## src/rtl/bitmanip_pkg.sv

```systemverilog
// bitmanip_pkg
//   Shared definitions for the execute-stage bit-manipulation path:
//   carry-less multiply / illegal op codes, the sequencer state encoding
//   and the op-class decode used to route an accepted op.
package bitmanip_pkg;

    localparam int XLEN = 32;

    localparam logic [4:0] BITOP_CLMUL   = 5'd28;
    localparam logic [4:0] BITOP_CLMULH  = 5'd29;
    localparam logic [4:0] BITOP_CLMULR  = 5'd30;
    localparam logic [4:0] BITOP_ILLEGAL = 5'd31;

    typedef enum logic [1:0] {
        ST_IDLE  = 2'd0,
        ST_ISSUE = 2'd1,
        ST_ITER  = 2'd2,
        ST_DONE  = 2'd3
    } seq_state_e;

    typedef enum logic [1:0] {
        OPC_SINGLE  = 2'd0,
        OPC_CLMUL   = 2'd1,
        OPC_ILLEGAL = 2'd2
    } op_class_e;

    function automatic op_class_e decode_op_class(input logic [4:0] op);
        if (op == BITOP_ILLEGAL) begin
            return OPC_ILLEGAL;
        end else if (op == BITOP_CLMUL || op == BITOP_CLMULH || op == BITOP_CLMULR) begin
            return OPC_CLMUL;
        end
        return OPC_SINGLE;
    endfunction

endpackage

```

## src/rtl/clmul_iter.sv

```systemverilog
// clmul_iter
//   Iterative carry-less multiplier. Consumes BITS_PER_CYCLE multiplier bits
//   per step, LSB first, folding shifted copies of rs1 into a 64-bit
//   accumulator.
//   Ports:
//     clk_i, rst_i     clock, async active-high reset
//     start_i          load operands, clear accumulator and step count
//     step_i           perform one iteration
//     clear_i          flush: zero all state (wins over start/step)
//     op_i             CLMUL / CLMULH / CLMULR result select
//     rs1_i, rs2_i     operands sampled on start_i
//     last_o           current step is the final one
//     result_o         selected result including the current step
module clmul_iter
    import bitmanip_pkg::*;
#(
    parameter int BITS_PER_CYCLE = 4
) (
    input  logic        clk_i,
    input  logic        rst_i,
    input  logic        start_i,
    input  logic        step_i,
    input  logic        clear_i,
    input  logic [4:0]  op_i,
    input  logic [31:0] rs1_i,
    input  logic [31:0] rs2_i,
    output logic        last_o,
    output logic [31:0] result_o
);

    localparam int ITERS = XLEN / BITS_PER_CYCLE;

    logic [63:0] acc_q, acc_d;
    logic [63:0] mcand_q, mcand_d;   // rs1 pre-shifted to the current bit position
    logic [31:0] mplier_q, mplier_d; // remaining rs2 bits, next ones at LSB
    logic [5:0]  cnt_q, cnt_d;

    always_comb begin
        acc_d    = acc_q;
        mcand_d  = mcand_q;
        mplier_d = mplier_q;
        cnt_d    = cnt_q;
        if (clear_i) begin
            acc_d    = '0;
            mcand_d  = '0;
            mplier_d = '0;
            cnt_d    = '0;
        end else if (start_i) begin
            acc_d    = '0;
            mcand_d  = {32'b0, rs1_i};
            mplier_d = rs2_i;
            cnt_d    = '0;
        end else if (step_i) begin
            for (int j = 0; j < BITS_PER_CYCLE; j++) begin
                if (mplier_q[j]) begin
                    acc_d = acc_d ^ (mcand_q << j);
                end
            end
            mcand_d  = mcand_q << BITS_PER_CYCLE;
            mplier_d = mplier_q >> BITS_PER_CYCLE;
            cnt_d    = cnt_q + 6'd1;
        end
    end

    always_ff @(posedge clk_i or posedge rst_i) begin
        if (rst_i) begin
            acc_q    <= '0;
            mcand_q  <= '0;
            mplier_q <= '0;
            cnt_q    <= '0;
        end else begin
            acc_q    <= acc_d;
            mcand_q  <= mcand_d;
            mplier_q <= mplier_d;
            cnt_q    <= cnt_d;
        end
    end

    assign last_o = step_i && !clear_i && (cnt_q == 6'(ITERS - 1));

    // Selected from acc_d so the owner can register the result on the last step.
    always_comb begin
        case (op_i)
            BITOP_CLMULH: result_o = acc_d[63:32];
            BITOP_CLMULR: result_o = acc_d[62:31];
            default:      result_o = acc_d[31:0];
        endcase
    end

endmodule

```

## src/rtl/bitmanip_sequencer.sv

```systemverilog
// bitmanip_sequencer
//   Accepts one bit-manipulation op at a time, drives single-cycle-class ops
//   onto the BMU with stable operands, iterates carry-less multiplies in
//   clmul_iter, and holds the result until writeback takes it.
//   Ports:
//     clk_i, rst_i                      clock, async active-high reset
//     req_valid_i/req_ready_o           request handshake
//     req_op_i, req_rs1_i, req_rs2_i,
//     req_rd_i                          request payload
//     flush_i                           kill in-flight op, return to IDLE
//     bmu_op_o, bmu_operand1_o/2_o      BMU drive (zero outside ISSUE)
//     bmu_result_i                      BMU result
//     res_valid_o/res_ready_i           result handshake
//     res_data_o, res_rd_o              registered result and tag
//     busy_o                            pipeline stall
module bitmanip_sequencer
    import bitmanip_pkg::*;
#(
    parameter int BMU_LATENCY          = 1,
    parameter int CLMUL_BITS_PER_CYCLE = 4
) (
    input  logic        clk_i,
    input  logic        rst_i,
    input  logic        req_valid_i,
    output logic        req_ready_o,
    input  logic [4:0]  req_op_i,
    input  logic [31:0] req_rs1_i,
    input  logic [31:0] req_rs2_i,
    input  logic [4:0]  req_rd_i,
    input  logic        flush_i,
    output logic [4:0]  bmu_op_o,
    output logic [31:0] bmu_operand1_o,
    output logic [31:0] bmu_operand2_o,
    input  logic [31:0] bmu_result_i,
    output logic        res_valid_o,
    input  logic        res_ready_i,
    output logic [31:0] res_data_o,
    output logic [4:0]  res_rd_o,
    output logic        busy_o
);

    seq_state_e  state_q, state_d;
    logic [4:0]  op_q, op_d;
    logic [31:0] rs1_q, rs1_d;
    logic [31:0] rs2_q, rs2_d;
    logic [4:0]  rd_q, rd_d;
    logic [2:0]  lat_cnt_q, lat_cnt_d;
    logic [31:0] res_data_q, res_data_d;
    logic [4:0]  res_rd_q, res_rd_d;

    logic        accept;
    op_class_e   req_class;
    logic        lat_last;
    logic        clmul_last;
    logic [31:0] clmul_result;

    assign accept    = req_valid_i && req_ready_o;
    assign req_class = decode_op_class(req_op_i);
    assign lat_last  = (lat_cnt_q == 3'(BMU_LATENCY - 1));

    clmul_iter #(
        .BITS_PER_CYCLE(CLMUL_BITS_PER_CYCLE)
    ) u_clmul_iter (
        .clk_i   (clk_i),
        .rst_i   (rst_i),
        .start_i (accept && req_class == OPC_CLMUL),
        .step_i  (state_q == ST_ITER && !flush_i),
        .clear_i (flush_i),
        .op_i    (op_q),
        .rs1_i   (req_rs1_i),
        .rs2_i   (req_rs2_i),
        .last_o  (clmul_last),
        .result_o(clmul_result)
    );

    // State register
    always_ff @(posedge clk_i or posedge rst_i) begin
        if (rst_i) begin
            state_q <= ST_IDLE;
        end else begin
            state_q <= state_d;
        end
    end

    // Next-state logic
    always_comb begin
        state_d = state_q;
        case (state_q)
            ST_IDLE: begin
                if (accept) begin
                    case (req_class)
                        OPC_CLMUL:   state_d = ST_ITER;
                        OPC_ILLEGAL: state_d = ST_DONE;
                        default:     state_d = ST_ISSUE;
                    endcase
                end
            end
            ST_ISSUE: if (lat_last)    state_d = ST_DONE;
            ST_ITER:  if (clmul_last)  state_d = ST_DONE;
            ST_DONE:  if (res_ready_i) state_d = ST_IDLE;
            default:                   state_d = ST_IDLE;
        endcase
        if (flush_i) begin
            state_d = ST_IDLE;
        end
    end

    // Outputs
    always_comb begin
        req_ready_o    = (state_q == ST_IDLE) && !flush_i && !rst_i;
        busy_o         = (state_q != ST_IDLE);
        res_valid_o    = (state_q == ST_DONE);
        bmu_op_o       = '0;
        bmu_operand1_o = '0;
        bmu_operand2_o = '0;
        if (state_q == ST_ISSUE) begin
            bmu_op_o       = op_q;
            bmu_operand1_o = rs1_q;
            bmu_operand2_o = rs2_q;
        end
    end

    // Request latch, BMU latency count and result register
    always_comb begin
        op_d       = op_q;
        rs1_d      = rs1_q;
        rs2_d      = rs2_q;
        rd_d       = rd_q;
        lat_cnt_d  = '0;
        res_data_d = res_data_q;
        res_rd_d   = res_rd_q;
        if (accept) begin
            op_d  = req_op_i;
            rs1_d = req_rs1_i;
            rs2_d = req_rs2_i;
            rd_d  = req_rd_i;
        end
        if (state_q == ST_ISSUE && !lat_last && !flush_i) begin
            lat_cnt_d = lat_cnt_q + 3'd1;
        end
        // Result/tag are zero outside DONE so a discarded op leaves nothing behind.
        if (flush_i) begin
            res_data_d = '0;
            res_rd_d   = '0;
        end else begin
            case (state_q)
                ST_IDLE: begin
                    if (accept && req_class == OPC_ILLEGAL) begin
                        res_data_d = '0;
                        res_rd_d   = req_rd_i;
                    end
                end
                ST_ISSUE: begin
                    if (lat_last) begin
                        res_data_d = bmu_result_i;
                        res_rd_d   = rd_q;
                    end
                end
                ST_ITER: begin
                    if (clmul_last) begin
                        res_data_d = clmul_result;
                        res_rd_d   = rd_q;
                    end
                end
                ST_DONE: begin
                    if (res_ready_i) begin
                        res_data_d = '0;
                        res_rd_d   = '0;
                    end
                end
                default: ;
            endcase
        end
    end

    always_ff @(posedge clk_i or posedge rst_i) begin
        if (rst_i) begin
            op_q       <= '0;
            rs1_q      <= '0;
            rs2_q      <= '0;
            rd_q       <= '0;
            lat_cnt_q  <= '0;
            res_data_q <= '0;
            res_rd_q   <= '0;
        end else begin
            op_q       <= op_d;
            rs1_q      <= rs1_d;
            rs2_q      <= rs2_d;
            rd_q       <= rd_d;
            lat_cnt_q  <= lat_cnt_d;
            res_data_q <= res_data_d;
            res_rd_q   <= res_rd_d;
        end
    end

    assign res_data_o = res_data_q;
    assign res_rd_o   = res_rd_q;

endmodule

```

## config.mk

```make
export PLATFORM = sky130hd
export DESIGN_NAME = bitmanip_sequencer
export DESIGN_NICKNAME = d
export VERILOG_FILES = /design/src/rtl/bitmanip_pkg.sv /design/src/rtl/clmul_iter.sv /design/src/rtl/bitmanip_sequencer.sv
export SDC_FILE = /design/constraint.sdc
export NUM_CORES = 1
export LEC_CHECK = 0
export CAP_MARGIN = 20
export CORE_UTILIZATION = 56
export CTS_CLUSTER_DIAMETER = 80
export DETAILED_ROUTE_END_ITERATION = 8
export PLACE_DENSITY_LB_ADDON = 0.2
export SETUP_SLACK_MARGIN = 0.05
export SYNTH_ARGS = -nofsm -noshare
export SYNTH_HDL_FRONTEND = slang
export SYNTH_SLANG_ARGS = --single-unit
export TNS_END_PERCENT = 5
```

## constraint.sdc

```tcl
create_clock -name clk_i -period 13.7 [get_ports clk_i]
set_clock_uncertainty 0.1 [all_clocks]
set_input_delay 2.74 -clock clk_i [delete_from_list [all_inputs] [get_ports clk_i]]
set_output_delay 2.74 -clock clk_i [all_outputs]
set_load 0.05 [all_outputs]
```

==> results.toml <==
[power]
powerDensity_mw_per_mm2 = 142
power_uw = 2830
p_leak_uw = 0.00790
vdd_drop_max_mv = 0.133

[floorplan]
initial_core_util_pct = 57.2
die_area_mm2 = 0.0301
pin_count = 220
die_w_um = 173
die_h_um = 173
core_mm2 = 0.0288
rows = 62

[clock_network]
cts_tree = "yes"
cts_buffers = 31
path_clk_slew_ns = 0.06
post_cts_resized = 0
hold_buffers = 0
cts_root_buf = "clkbuf_16"
postCtsSetupBuffers = 0
htreeDepth = 1
clockBufferDepth = 3
clk_latency_ns = 0.57
cts_sinks = 282

[yosys]
seq_area_frac_synth_pct = 42.9
synth_top_cell_area_share_pct = 42.9
synth_area_mm2 = 0.0164
yosysTopAreaCell = "dfrtp_1"
ys_warn_count = 0
syn_nets = 1878
ys_types = 54
synth_seq_cells = 282
synth_edf_count = 0
syn_inst = 1759
synthArstFlopShare_pct = 100
syn_area_per_cell_um2 = 9.35
synth.area.top_cells = "dfrtp_1 43%, nand2_1 9.6%, xor2_1 8.0%"
ys.flop_type = "dfrtp_1"

[timing]
fin_crit_ns = 7.17
max_slew_margin_pct = 29.8
setup_tns_ns = 0
timing.hold.ws_ns = 0.388
setup_violations = 0
finalHoldViolCount = 0
worst_slew_pin_slew_ns = 1.05
fin_crit_sh_pct = 52.3
drv_slew = 0
clock.fmax_mhz = 139
rsz0062_at_grt = "no"

[critical_path]
critPathKind = "input port to output pin"
crit_path_end_kind = "output pin"
arrival_ns = 4.33
crit_slowest_cell = "clkdlybuf4s50_1"
max_stage_delay_ns = 0.83
crit_path_frequent_cell = "clkdlybuf4s50_1"
startpoint_type = "input port"
cp.required_ns = 10.86
cp_max_fo = 3
crit_chain = "clkdlybuf4s50_1 > nor3_1 > clkdlybuf4s50_1"

[final_layout]
layout_commonest_cell = "nand2_1"
area_growth_pct = 20.8
multi_input_area_mm2 = 0.00879
drive_gt1_share_pct = 8.76
n_antenna_cell = 0
fillers = 2222
final_cell_mix = "422 x nand2_1, 278 x dfrtp_1, 218 x clkdlybuf4s50_1, 150 x xor2_1, 141 x nor2_1"
fin_nets = 2023
final-seq-area_mm2 = 0.00706

[placement]
place_congestion = 0.869
hpwl_mm = 28.6
port_buffers = 219

[global_route]
grt_usage_pct = 28.7
grt_pass1_vias = 13000
grt_pass1_wl_mm = 70.3
grt.overflow.total = 0
grt_max_degree = 145
antenna_found_initial = 0

[route]
routed_wl_mm = 43.2
drtIter0Drc = 1196
post_drt_wl_per_cell_um = 18.7
drtPass1Iterations = 5
vias = 13300
ant_nets = 0
drcViolationCount = 0
vias_per_cell = 5.73

[hold_path]
min_path_type = "flop to flop"

[status]
status = "finished, final reports clean"

[run]
drv_cap = 0
synth_stat cells, types with 4 or more instances:
cell,n
dfrtp_1,282
inv_1,9
mux2i_1,92
mux2_2,76
nand2_1,422
o21ai_1,7
buf_2,49
o31ai_1,61
a22o_1,8
and2_1,70
ha_1,8
a32oi_1,4
a32o_1,28
xor2_1,150
o21ai_0,27
xnor2_1,133
buf_1,5
a21oi_1,38
clkbuf_1,57
buf_4,12
o221ai_1,26
nor2_1,141
nand3_1,7
final cells by class:
class                           instances  area share (%)
Clock inverter                         16            1.11
Clock buffer                           42            4.56
Tap cell                              384            2.42
Timing Repair Buffer                  238            11.9
Multi-Input combinational cell       1341            44.2
Inverter                               10           0.227
Sequential cell                       282            35.5
sequential cells by signal, summed over array words and instances (netlist names):
signal                 count
rs1_q                     32
op_q                       5
res_data_o                32
u_clmul_iter.mcand_q      64
rd_q                       5
rs2_q                     32
state_q                    2
res_rd_o                   5
u_clmul_iter.mplier_q     32
u_clmul_iter.cnt_q         6
u_clmul_iter.acc_q        64
lat_cnt_q                  3
worst max-delay path: cells and delay by family:
kind	cells	cell delay, ns
buffers and inverters	2	1.37
and+or+nand+nor	1	0.22
power breakdown:
group,internal [uW],switching (uW),total [uW],leakage [uW]
clock,557,349,906,0.000569
combinational,342,549,891,0.00356
sequential,960,75.2,1030,0.00377
total,1860,973,2830,0.00790
stage by stage:
stage	instances	instance area, um^2	setup slack (ns)	util [%]
floorplan	1759	16400	2.84	-
global placement	2251	18700	6.51	64.9
detailed placement	2255	18800	6.53	65.2
CTS	2313	19900	6.52	69.1
global route	2313	19900	6.46	69.1
finish	2313	19900	6.53	69.1
metal layers:
metal / part of all wire, % / up-vias / global-route usage (%) / wire length, um
li1: - / 6142 / - / -
met1: 45 / 6547 / 41.3 / 19200
met2: 46 / 498 / 45.0 / 19700
met3: 7.4 / 67 / 5.15 / 3190
met4: 2.4 / 0 / 7.04 / 1040
met5: 0 / - / 0 / 0
kinds of logic (layout without fill, tap and decap cells):
family,count (synthesis),after routing,synth area share [%]
xor gates and xnor gates,283,283,15.1
AOI/OAI and AO/OA,221,221,9.90
buffers and inverters,136,306,3.89
and+or+nand+nor,661,661,16.8
muxes,168,168,10.8
DFF,282,282,42.9
adders and majority gates,8,8,0.609
final timing paths:
check / from / slack (ns) / depth (start not counted) / end
setup / recovery: rst_i / 6.53 / 3 / req_ready_o
hold / removal: res_rd_o[2]$_DFFE_PP0P_ / 0.39 / 2 / res_rd_o[2]$_DFFE_PP0P_
setup reg to reg: state_q[0]$_DFFE_PP0P_ / 9.59 / 8 / res_data_o[22]$_DFFE_PP0P_
hold reg to reg: res_rd_o[2]$_DFFE_PP0P_ / 0.39 / 2 / res_rd_o[2]$_DFFE_PP0P_
max in group asynchronous: rst_i / 9.18 / 3 / res_data_o[27]$_DFFE_PP0P_
min in group asynchronous: rst_i / 2.72 / 2 / rs2_q[31]$_DFFE_PP0P_
No activity file was read; power rests on OpenSTA's default activity.
